<file path="src/rtl/pow_5_root_pkg.sv">
// Shared types and constants for the fifth-root extractor.
package pow_5_root_pkg;

  typedef enum logic [1:0] {
    IDLE = 2'd0,
    MUL  = 2'd1,
    CMP  = 2'd2
  } state_t;

  // Four multiplies take the seeded prod (= cand) up to cand^5.
  localparam int unsigned MUL_STEPS = 4;

  function automatic int unsigned root_width(input int unsigned x_width);
    return (x_width + 4) / 5;
  endfunction

endpackage

</file>
<file path="src/rtl/pow_5_root.sv">
// Sequential floor(x^(1/5)): bit-serial restoring search, one candidate per 5 cycles.
module pow_5_root
  import pow_5_root_pkg::*;
#(
  parameter int unsigned X_WIDTH    = 32,
  parameter int unsigned ROOT_WIDTH = root_width(X_WIDTH)
) (
  input  logic                  clock,
  input  logic                  reset_n,
  input  logic                  run,
  input  logic [X_WIDTH-1:0]    x,
  output logic                  ready,
  output logic                  busy,
  output logic [ROOT_WIDTH-1:0] root
);

  localparam int unsigned PW = 5 * ROOT_WIDTH;
  localparam int unsigned IW = (ROOT_WIDTH > 1) ? $clog2(ROOT_WIDTH) : 1;
  localparam logic [1:0]  MCNT_LAST = 2'(MUL_STEPS - 1);

  state_t                r_state;
  logic [X_WIDTH-1:0]    r_x;
  logic [ROOT_WIDTH-1:0] r_acc;
  logic [IW-1:0]         r_bit_idx;
  logic [ROOT_WIDTH-1:0] r_cand;
  logic [PW-1:0]         r_prod;
  logic [1:0]            r_mcnt;
  logic                  r_ready;
  logic                  r_busy;
  logic [ROOT_WIDTH-1:0] r_root;

  logic [PW-1:0]         w_mul;
  logic                  w_keep;
  logic [ROOT_WIDTH-1:0] w_acc_next;
  logic [ROOT_WIDTH-1:0] w_cand_next;
  logic [ROOT_WIDTH-1:0] w_cand_first;

  // Truncation is exact: prod never exceeds cand^4 before a multiply.
  assign w_mul        = r_prod * PW'(r_cand);
  assign w_keep       = (r_prod <= PW'(r_x));
  assign w_acc_next   = w_keep ? r_cand : r_acc;
  assign w_cand_next  = w_acc_next | (ROOT_WIDTH'(1) << (r_bit_idx - IW'(1)));
  assign w_cand_first = ROOT_WIDTH'(1) << (ROOT_WIDTH - 1);

  always_ff @(posedge clock or negedge reset_n) begin
    if (!reset_n) begin
      r_state   <= IDLE;
      r_x       <= '0;
      r_acc     <= '0;
      r_bit_idx <= '0;
      r_cand    <= '0;
      r_prod    <= '0;
      r_mcnt    <= '0;
      r_ready   <= 1'b0;
      r_busy    <= 1'b0;
      r_root    <= '0;
    end else begin
      r_ready <= 1'b0;
      if (run) begin
        // A new run always wins, restarting any computation in flight.
        r_x       <= x;
        r_acc     <= '0;
        r_bit_idx <= IW'(ROOT_WIDTH - 1);
        r_cand    <= w_cand_first;
        r_prod    <= PW'(w_cand_first);
        r_mcnt    <= '0;
        r_state   <= MUL;
        r_busy    <= 1'b1;
      end else begin
        case (r_state)
          MUL: begin
            r_prod <= w_mul;
            r_mcnt <= r_mcnt + 2'd1;
            if (r_mcnt == MCNT_LAST) r_state <= CMP;
          end
          CMP: begin
            r_acc <= w_acc_next;
            if (r_bit_idx == '0) begin
              r_root  <= w_acc_next;
              r_ready <= 1'b1;
              r_busy  <= 1'b0;
              r_state <= IDLE;
            end else begin
              r_bit_idx <= r_bit_idx - IW'(1);
              r_cand    <= w_cand_next;
              r_prod    <= PW'(w_cand_next);
              r_mcnt    <= '0;
              r_state   <= MUL;
            end
          end
          default: ;
        endcase
      end
    end
  end

  assign ready = r_ready;
  assign busy  = r_busy;
  assign root  = r_root;

endmodule

</file>
<file path="config.mk">
export PLATFORM = sky130hd
export DESIGN_NAME = pow_5_root
export DESIGN_NICKNAME = d
export VERILOG_FILES = /design/src/rtl/pow_5_root_pkg.sv /design/src/rtl/pow_5_root.sv
export SDC_FILE = /design/constraint.sdc
export NUM_CORES = 1
export LEC_CHECK = 0
export CAP_MARGIN = 20
export CORE_ASPECT_RATIO = 1.2
export CORE_MARGIN = 4
export CORE_UTILIZATION = 32
export CTS_CLUSTER_DIAMETER = 100
export DETAILED_ROUTE_END_ITERATION = 10
export GPL_ROUTABILITY_DRIVEN = 1
export SLEW_MARGIN = 25
export SYNTH_ARGS = -nofsm -noshare
export SYNTH_HDL_FRONTEND = slang
export SYNTH_SLANG_ARGS = --single-unit
export TNS_END_PERCENT = 100
</file>
<file path="constraint.sdc">
create_clock -name clock -period 6.38 [get_ports clock]
set_input_delay 1.276 -clock clock [delete_from_list [all_inputs] [get_ports clock]]
set_output_delay 1.276 -clock clock [all_outputs]
set_load 0.005 [all_outputs]
</file>
==> results of run 1 <==
[Yosys cell counts (all sizes together) (7+ instances only)]
| master | n |
|---|---|
| inv | 185 |
| a21o | 25 |
| nand2 | 122 |
| nor3b | 7 |
| xnor2 | 29 |
| and2 | 169 |
| o21ai | 54 |
| nor3 | 15 |
| ha | 79 |
| a21oi | 52 |
| buf | 8 |
| a22o | 24 |
| xor2 | 11 |
| nor2 | 41 |
| mux2i | 13 |
| nand3 | 9 |
| nand2b | 9 |
| dfrtp | 97 |
| clkbuf | 44 |
| fa | 147 |
| nand4 | 8 |
[layout make-up]
cell class | count | area [sq um]
Fill cell | 3553 | 22400
Inverter | 185 | 694
Multi-Input combinational cell | 889 | 7970
Clock inverter | 6 | 66.3
Clock buffer | 10 | 239
Sequential cell | 97 | 2430
Tap cell | 462 | 578
Timing Repair Buffer | 56 | 523
[state kept, by name, indices dropped and copies added (netlist names)]
register,flops
r_prod,35
ready,1
root,7
r_acc,7
r_x,32
busy,1
r_cand,7
r_state,2
r_bit_idx,3
r_mcnt,2
[worst max path at each step]
| stage | from | to | slack (ns) | cells after the start |
|---|---|---|---|---|
| final | r_cand[5]$_DFFE_PN0P_ | r_prod[33]$_DFFE_PN0P_ | 0.59 | 16 |
| after global routing | r_cand[5]$_DFFE_PN0P_ | r_prod[33]$_DFFE_PN0P_ | 0.19 | 16 |
| after CTS | r_cand[5]$_DFFE_PN0P_ | r_prod[33]$_DFFE_PN0P_ | 0.55 | 16 |
| after detailed placement | r_cand[5]$_DFFE_PN0P_ | r_prod[33]$_DFFE_PN0P_ | 0.55 | 16 |
| after global placement | r_cand[1]$_DFFE_PN0P_ | r_prod[33]$_DFFE_PN0P_ | 0.69 | 19 |
| after floorplan | r_cand[1]$_DFFE_PN0P_ | r_prod[33]$_DFFE_PN0P_ | 1.42 | 19 |
[cell usage in the layout, fill, tap and decap left out, types with 5 or more instances in the layout]
cell type        netlist  layout
clkdlybuf4s50_1        0      41
a22o_1                23      23
dfrtp_1               97      97
inv_1                185     185
buf_4                  0      15
fa_1                 147     147
clkbuf_16              0       9
nand2_1              121     121
nor2b_1                5       5
and2_1               168     168
nand3_1                9       9
mux2i_1               13      13
nor3b_1                7       6
xor2_1                11      11
a211o_1                5       5
xnor2_1               29      29
a21oi_1               52      52
ha_1                  79      79
nor3_1                15      15
nand4_1                8       8
a21o_1                25      25
nor2_1                40      39
nand2b_1               9       9
o21ai_0               51      51
[worst register-to-register path, delay by kind of cell, from the launching register on]
family,cells,cell delay [ns]
adders and majority gates,5,2.45
buffers and inverters,1,0.05
AOI/OAI and AO/OA,7,1.89
and+or+nand+nor,2,0.33
DFF,1,0.86
xor gates and xnor gates,1,0.11
[cell families (layout without fill, tap and decap cells)]
| logic type | Yosys count | after routing | share of synthesized area |
|---|---|---|---|
| and+or+nand+nor | 397 | 397 | 0.185 |
| buffers and inverters | 237 | 257 | 0.0797 |
| adders and majority gates | 226 | 226 | 0.348 |
| AOI/OAI and AO/OA | 209 | 209 | 0.125 |
| DFF | 97 | 97 | 0.215 |
| xor gates and xnor gates | 40 | 40 | 0.0311 |
| muxes | 17 | 17 | 0.0155 |
[power breakdown]
part           switching (W)  leakage (nW)  total (W)  internal [W]
clock network       0.000289         0.148   0.000578      0.000289
logic               0.000169          4.91   0.000267     0.0000977
registers          0.0000312          1.25   0.000681      0.000649
total               0.000490          6.31    0.00153       0.00104
[per-layer routing]
layer / wire [um] / share of wire / vias up / global-route usage
met5: 0 / 0 / - / 0
met4: 634 / 0.023 / 0 / 0.0473
met3: 776 / 0.028 / 39 / 0.0146
met2: 13700 / 0.50 / 139 / 0.266
met1: 12400 / 0.45 / 4257 / 0.203
li1: - / - / 3952 / -
[stage by stage]
step / setup WS [ns] / instances / area, sq um
4_1_cts: 0.546 / 1705 / 12500
3_3_place_gp: 0.691 / 1689 / 12200
5_1_grt: 0.187 / 1705 / 12500
3_5_place_dp: 0.550 / 1689 / 12200
6_report: 0.587 / 1705 / 12500
2_1_floorplan: 1.42 / 1223 / 11300
==> impl_metrics.csv, run 1 <==
group,metric,value,unit
setup_path,crit_path_max_incr_delay,0.86,ns
clock_tree,postCtsHoldBufs,0,
route,vias,8387,
global_routing,track_usage,0.153,
logic_synthesis,synth-seq-cells,97,
setup_path,reg2reg_to,"r_prod[33]$_DFFE_PN0P_",
min_path,min_path_type,"flop to flop",
clock_tree,ctsResizeCount,0,
layout,syn_to_final_growth,10.8,%
route,postRouteAntennaNets,0,
setup_path,cp_max_fo,23,
logic_synthesis,synth_edf_count,0,
floorplan,core_area,34900,sq um
timing,tightest_slew,0.914,ns
timing,slew_headroom,0.391,
logic_synthesis,netlist_area,11300,sq um
timing,final-setup-viol-count,0,
floorplan,die_area,38300,sq um
setup_path,critPathTopFamily,"adder cells",
clock_tree,cts_buffer_depth,2,
global_routing,grt_max_degree,66,
route,wl_per_cell,16.1,um
clock_tree,root_buffer,"clkbuf_16",
timing,tns,0,ns
logic_synthesis,synth_fp_nets,1484,
clock_tree,cts_tree,"built",
route,routed_wl,27500,um
timing,period_share,0.908,
timing,final_max_slew_viol_count,0,
timing,rsz0062_at_grt,"no",
layout,final_util,0.358,
floorplan,ios,44,
setup_path,crit_buf_inv,1,
layout,num_antenna_cells,0,
timing,layout_min_cycle_time,5.79,ns
setup_path,path_cells,"nand2_1 > fa_1 > fa_1 > inv_1 > fa_1 > fa_1 > ha_1 > a21oi_1 > o21ai_0 > o21ai_0 > nand2_1 > a22oi_1 > a21oi_1 > a221oi_1 > xnor2_1 > a22o_1",
power,p_total,0.00153,W
clock_tree,clkTransAtPathRegs,0.08,ns
floorplan,die_h,214,um
global_routing,grt_overflow,0,
timing,finalClockSkew,0.0106,ns
logic_synthesis,ys.warnings.count,0,
route,via_per_inst,4.92,
setup_path,regToRegSetupSlack,0.59,ns
placed_design,port_buffers,43,
global_routing,grt_pass1_wl,46600,um
placed_design,dp_hpwl,20900,um
timing,fmax,173,MHz
setup_path,cp-end-kind,"flop",
clock_tree,clock_latency,0.36,ns
setup_path,crit_type,"flop to flop",
logic_synthesis,async_flop_share,1.00,
timing,hold_viol_final,0,
logic_synthesis,synth_top_cell_by_area,"fa_1",
timing,finalHoldWorstSlack,0.511,ns
layout,drive_gt1_frac,0.0386,
setup_path,r2r_cells,16,
floorplan,die_x,179,um
logic_synthesis,ys.flop_type,"dfrtp_1",
job,cap_violations,0,
route,drtPass1Iterations,5,
logic_synthesis,synth_area_leaders,"fa_1, dfrtp_1, and2_1",
logic_synthesis,syn_avg_cell_area,9.22,sq um
power,leakage,6.31,nW
power,vdd_drop_max,0.000137,V
clock_tree,post_cts_buffers,0,
power,power_density,122,nW/um^2
setup_path,critical_path_arrival,6.05,ns
min_path,whs_endpoint,"r_mcnt[1]$_DFFE_PN0P_",
min_path,hold_depth,1,
logic_synthesis,yosysUniqueCellTypes,61,
floorplan,start_util,0.323,
logic_synthesis,synth.top_cell.area_share,0.261,
global_routing,grt_antenna_before_repair,0,
setup_path,crit_required,6.64,ns
setup_path,cp_slowest_cell,"dfrtp_1",
setup_path,r2r_start,"r_cand[5]$_DFFE_PN0P_",
global_routing,grt_pass1_vias,8870,
logic_synthesis,syn-instance-count,1223,
placed_design,place_congestion,0.844,
clock_tree,cts_made_buffers,9,
logic_synthesis,ys_seq_area_frac,0.215,
route,drcViolationCount,0,
route,drtIter0Drc,415,
floorplan,num_rows,75,
clock_tree,h-tree-depth,3,
layout,fin_nets,1499,
clock_tree,cts.sinks,97,
outcome,status,"complete, no violations",
setup_path,critPathLaunchType,"flop",
min_path,min_from,"r_mcnt[1]$_DFFE_PN0P_",
setup_path,cp_common_cell,"fa_1",
(Power assumes the default switching activity.)
==> inputs of run 2 (changes only) <==
SETUP_SLACK_MARGIN = 0.3   (was unset)
==> impl_metrics.csv, run 2 (synthesized netlist as in run 1, its figures left out) <==
group,metric,value,unit
floorplan,die_h,214,um
setup_path,reg2reg_to,"r_prod[34]$_DFFE_PN0P_",
timing,hold_viol_final,0,
timing,period_share,0.886,
timing,fmax,177,MHz
clock_tree,root_buffer,"clkbuf_16",
setup_path,crit_buf_inv,4,
placed_design,place_ws,0.550,ns
clock_tree,clock_latency,0.36,ns
min_path,min_path_type,"flop to flop",
layout,syn_to_final_growth,10.8,%
floorplan,die_area,38300,sq um
global_routing,track_usage,0.153,
route,m1WireLength,12400,um
route,top_layer,"met4",
floorplan,num_rows,75,
setup_path,critPathLaunchType,"flop",
layout,final_cell_mix,"inv_1, and2_1, fa_1, nand2_1, dfrtp_1",
layout,top_register,"r_prod",
layout,final_cell_count_no_fill,1705,
timing,final-setup-viol-count,0,
global_routing,grt_pass1_vias,8870,
job,cap_violations,0,
timing,slew_headroom,0.389,
global_routing,grt_max_degree,66,
route,vias,8383,
timing,worst_slack,0.730,ns
floorplan,ios,44,
clock_tree,postCtsHoldBufs,0,
timing,tns,0,ns
floorplan,core_area,34900,sq um
layout,top_regs,"r_prod: 35 flops, r_x: 32 flops",
floorplan,start_util,0.323,
setup_path,cp_slowest_cell,"dfrtp_1",
route,wl_per_cell,16.1,um
setup_path,crit_required,6.63,ns
setup_path,regToRegSetupSlack,0.73,ns
clock_tree,cts.sinks,97,
clock_tree,clkTransAtPathRegs,0.08,ns
route,routed-wl-met2,13700,um
placed_design,dp_hpwl,20900,um
placed_design,place_congestion,0.844,
power,leakage,6.31,nW
power,power_density,122,nW/um^2
route,via_per_inst,4.92,
clock_tree,ctsResizeCount,0,
outcome,status,"complete, no violations",
route,wl_met3,769,um
setup_path,cp.depth,19,
route,routed_wl,27500,um
clock_tree,cts_buffer_depth,2,
setup_path,crit_type,"flop to flop",
timing,finalClockSkew,0.0105,ns
route,postRouteAntennaNets,0,
global_routing,grt_antenna_before_repair,0,
setup_path,crit_path_max_incr_delay,0.95,ns
layout,final_common_cell,"inv_1",
layout,largest_reg_flops,35,
layout,num_antenna_cells,0,
global_routing,grt_overflow,0,
setup_path,crit_start,"r_cand[1]$_DFFE_PN0P_",
placed_design,port_buffers,43,
clock_tree,cts_tree,"built",
timing,tightest_slew,0.917,ns
timing,final_max_slew_viol_count,0,
timing,layout_min_cycle_time,5.65,ns
global_routing,grt_pass1_wl,46600,um
route,drtIter0Drc,414,
layout,drive_gt1_frac,0.0394,
setup_path,r2r_cells,19,
setup_path,cp_max_fo,26,
placed_design,dpl.cell_count,1689,
setup_path,cp-end-kind,"flop",
setup_path,path_cells,"buf_4 > nand2_1 > fa_1 > inv_1 > ha_1 > ha_1 > inv_1 > fa_1 > inv_1 > ha_1 > nor2b_1 > o211ai_1 > a21boi_0 > o21a_1 > o211ai_1 > a21oi_1 > o21ai_0 > a21o_1 > a32o_1",
clock_tree,post_cts_buffers,0,
timing,rsz0062_at_grt,"no",
floorplan,die_x,179,um
route,drtPass1Iterations,5,
layout,fin_nets,1499,
power,vdd_drop_max,0.000137,V
setup_path,cp-endpoint,"r_prod[34]$_DFFE_PN0P_",
setup_path,critPathTopFamily,"adder cells",
clock_tree,cts_made_buffers,9,
route,drcViolationCount,0,
setup_path,critical_path_arrival,5.91,ns
clock_tree,h-tree-depth,3,
setup_path,r2r_start,"r_cand[1]$_DFFE_PN0P_",
run 2: cell count changes in the layout (fill, tap and decap cells not counted):
cell / change
dfrtp_2: +1
dfrtp_1: -1
o21ai_0: -1
o21ai_1: +1
run 2: routing by layer:
layer / up-vias / global-route usage
li1: 3952 / -
met3: 39 / 0.0146
met5: - / 0
met1: 4253 / 0.203
met4: 0 / 0.0473
met2: 139 / 0.266
run 2: cell type report:
type                       count  area, sq um
multi-input combinational    889         7970
timing repair buffer          56          523
clock inverter                 6         66.3
tap                          462          578
sequential                    97         2430
fill                        3552        22400
clock buffer                  10          239
inverter                     185          694
run 2: stage by stage:
stage / hold slack (ns) / cell area (sq um) / total power (W) / utilization
floorplan: 0.470 / 11300 / 0.000844 / -
global placement: 0.487 / 12200 / 0.000960 / 0.349
detailed placement: 0.495 / 12200 / 0.000964 / 0.349
CTS: 0.518 / 12500 / 0.00155 / 0.358
global route: 0.549 / 12500 / 0.00161 / 0.358
finish: 0.511 / 12500 / 0.00152 / 0.358
run 2: where the power goes:
part,total [W],internal (W),switching [W]
Sequential,0.000681,0.000649,0.0000313
Clock,0.000578,0.000289,0.000288
Combinational,0.000267,0.0000977,0.000169
run 2: how the worst min path moves through the flow:
stage                                startpoint               endpoint  slack [ns]  cells past startpoint
final                     r_mcnt[1]$_DFFE_PN0P_  r_mcnt[1]$_DFFE_PN0P_        0.51                      1
after global routing         r_x[2]$_DFFE_PN0P_     r_x[2]$_DFFE_PN0P_        0.55                      2
after CTS                 r_mcnt[1]$_DFFE_PN0P_  r_mcnt[1]$_DFFE_PN0P_        0.52                      1
after detailed placement  r_mcnt[1]$_DFFE_PN0P_  r_mcnt[1]$_DFFE_PN0P_        0.50                      1
after global placement    r_mcnt[1]$_DFFE_PN0P_  r_mcnt[1]$_DFFE_PN0P_        0.49                      1
after floorplan           r_mcnt[1]$_DFFE_PN0P_  r_mcnt[1]$_DFFE_PN0P_        0.47                      1
==> inputs of run 3 (changes only) <==
PLACE_DENSITY = 0.55   (was unset)
SKIP_LAST_GASP = 1   (was unset)
==> impl_metrics.csv, run 3 (synthesized netlist as in run 1, its figures left out) <==
group,metric,value,unit
outcome,status,"complete, no violations",
route,routed_wl,28700,um
timing,rsz0062_at_grt,"no",
route,drtIter0Drc,430,
setup_path,crit_buf_inv,3,
clock_tree,ctsResizeCount,0,
global_routing,grt_antenna_before_repair,0,
route,drcViolationCount,0,
setup_path,r2r_cells,18,
timing,slew_headroom,0.344,
power,p_seq_frac,0.435,
layout,largest_reg_flops,35,
timing,finalClockSkew,0.0202,ns
power,power_frac_comb,0.164,
timing,final-setup-viol-count,0,
placed_design,dpl.cell_count,1688,
clock_tree,h-tree-depth,3,
route,wl_per_cell,16.8,um
route,wl_met3,826,um
setup_path,critical_path_arrival,6.02,ns
clock_tree,cts_buffer_depth,2,
setup_path,regToRegSetupSlack,0.63,ns
min_path,whs_endpoint,"root[0]$_DFFE_PN0P_",
route,routed-wl-met2,14200,um
setup_path,r2r_start,"r_cand[2]$_DFFE_PN0P_",
setup_path,crit_path_max_incr_delay,0.74,ns
floorplan,num_rows,75,
route,vias,8306,
timing,layout_min_cycle_time,5.75,ns
route,postRouteAntennaNets,0,
power,power_density,126,nW/um^2
setup_path,cp_common_cell,"fa_1",
timing,hold_viol_final,0,
layout,top_regs,"r_prod: 35 flops, r_x: 32 flops",
timing,fmax,174,MHz
power,leakage,6.32,nW
setup_path,path_cells,"buf_4 > and2_1 > fa_1 > fa_1 > fa_1 > inv_1 > fa_1 > inv_1 > ha_1 > a21oi_1 > o21ai_0 > a221o_1 > a21o_1 > a22oi_1 > a21oi_1 > a221oi_1 > xnor2_1 > a22o_1",
setup_path,critPathTopFamily,"adder cells",
global_routing,grt_overflow,0,
clock_tree,clock_latency,0.38,ns
setup_path,crit_required,6.65,ns
global_routing,grt_max_degree,67,
clock_tree,postCtsHoldBufs,0,
route,m1WireLength,12700,um
setup_path,reg2reg_to,"r_prod[33]$_DFFE_PN0P_",
clock_tree,cts.sinks,97,
layout,drive_gt1_frac,0.0386,
setup_path,cp_slowest_cell,"dfrtp_1",
clock_tree,root_buffer,"clkbuf_16",
layout,num_antenna_cells,0,
clock_tree,post_cts_buffers,0,
layout,fin_nets,1498,
timing,tightest_slew,0.982,ns
floorplan,ios,44,
layout,final_common_cell,"inv_1",
global_routing,grt_pass1_vias,8931,
floorplan,core_area,34900,sq um
floorplan,start_util,0.323,
setup_path,cp-end-kind,"flop",
layout,top_register,"r_prod",
clock_tree,cts_made_buffers,9,
setup_path,crit_type,"flop to flop",
power,switching_share,0.323,
route,top_layer,"met4",
floorplan,die_h,214,um
placed_design,place_congestion,0.849,
power,clock_power_share,0.401,
route,via_per_inst,4.87,
timing,final_max_slew_viol_count,0,
setup_path,critPathLaunchType,"flop",
clock_tree,cts_tree,"built",
setup_path,cp_max_fo,19,
placed_design,port_buffers,43,
clock_tree,clkTransAtPathRegs,0.09,ns
layout,syn_to_final_growth,10.9,%
job,cap_violations,0,
power,net-switching-power,0.000508,W
global_routing,grt_pass1_wl,47700,um
global_routing,track_usage,0.159,
placed_design,dp_hpwl,21800,um
min_path,min_path_type,"flop to flop",
floorplan,die_x,179,um
timing,period_share,0.902,
power,vdd_drop_max,0.000115,V
power,p_int,0.00107,W
layout,final_cell_mix,"inv_1, and2_1, fa_1, nand2_1, dfrtp_1",
timing,tns,0,ns
route,drtPass1Iterations,5,
floorplan,die_area,38300,sq um
min_path,hold_depth,1,
layout,final_cell_count_no_fill,1704,
min_path,min_from,"root[0]$_DFFE_PN0P_",
==> run 3: cell count changes in the layout (fill, tap and decap cells not counted), sizes merged <==
cell      change
clkinv        +1
bufinv        +1
clkinvlp      -1
clkbuf        -1
buf           -1
==> run 3: cell type report <==
| type | instances | area [sq um] |
|---|---|---|
| Inverter | 185 | 694 |
| Multi-Input combinational cell | 889 | 7970 |
| Fill cell | 3586 | 22400 |
| Clock buffer | 9 | 225 |
| Timing Repair Buffer | 55 | 515 |
| Tap cell | 462 | 578 |
| Clock inverter | 7 | 105 |
| Sequential cell | 97 | 2430 |
==> run 3: layer usage <==
| layer | vias to the layer above | track usage |
|---|---|---|
| met4 | 0 | 0.0649 |
| met2 | 132 | 0.273 |
| met5 | - | 0 |
| li1 | 3949 | - |
| met1 | 4179 | 0.204 |
| met3 | 46 | 0.0199 |
==> run 3: per-stage QoR <==
step                worst slack, ns  hold WS (ns)  total power [W]   util  cell area, sq um
finish                        0.626         0.514          0.00157  0.358             12500
floorplan                      1.42         0.470         0.000844      -             11300
global route                  0.308         0.531          0.00166  0.358             12500
global placement              0.682         0.487         0.000957  0.349             12200
detailed placement            0.654         0.495         0.000960  0.349             12200
CTS                           0.646         0.519          0.00160  0.358             12500
==> run 3: worst max-delay path by stage <==
stage	start	endpoint	slack (ns)	cells past startpoint
floorplan	r_cand[1]$_DFFE_PN0P_	r_prod[33]$_DFFE_PN0P_	1.42	19
global placement	r_cand[1]$_DFFE_PN0P_	r_prod[33]$_DFFE_PN0P_	0.68	18
detailed placement	r_cand[1]$_DFFE_PN0P_	r_prod[33]$_DFFE_PN0P_	0.65	18
CTS	r_cand[2]$_DFFE_PN0P_	r_prod[33]$_DFFE_PN0P_	0.65	18
global route	r_cand[3]$_DFFE_PN0P_	r_prod[34]$_DFFE_PN0P_	0.31	19
finish	r_cand[2]$_DFFE_PN0P_	r_prod[33]$_DFFE_PN0P_	0.63	18
==> run 3: power groups by stage <==
| stage | clock network, W | logic [W] | registers (W) |
|---|---|---|---|
| 2_1_floorplan | 0 | 0.000164 | 0.000681 |
| 3_3_place_gp | 0 | 0.000261 | 0.000696 |
| 3_5_place_dp | 0 | 0.000264 | 0.000696 |
| 4_1_cts | 0.000652 | 0.000265 | 0.000684 |
| 5_1_grt | 0.000674 | 0.000296 | 0.000690 |
| 6_report | 0.000632 | 0.000258 | 0.000684 |
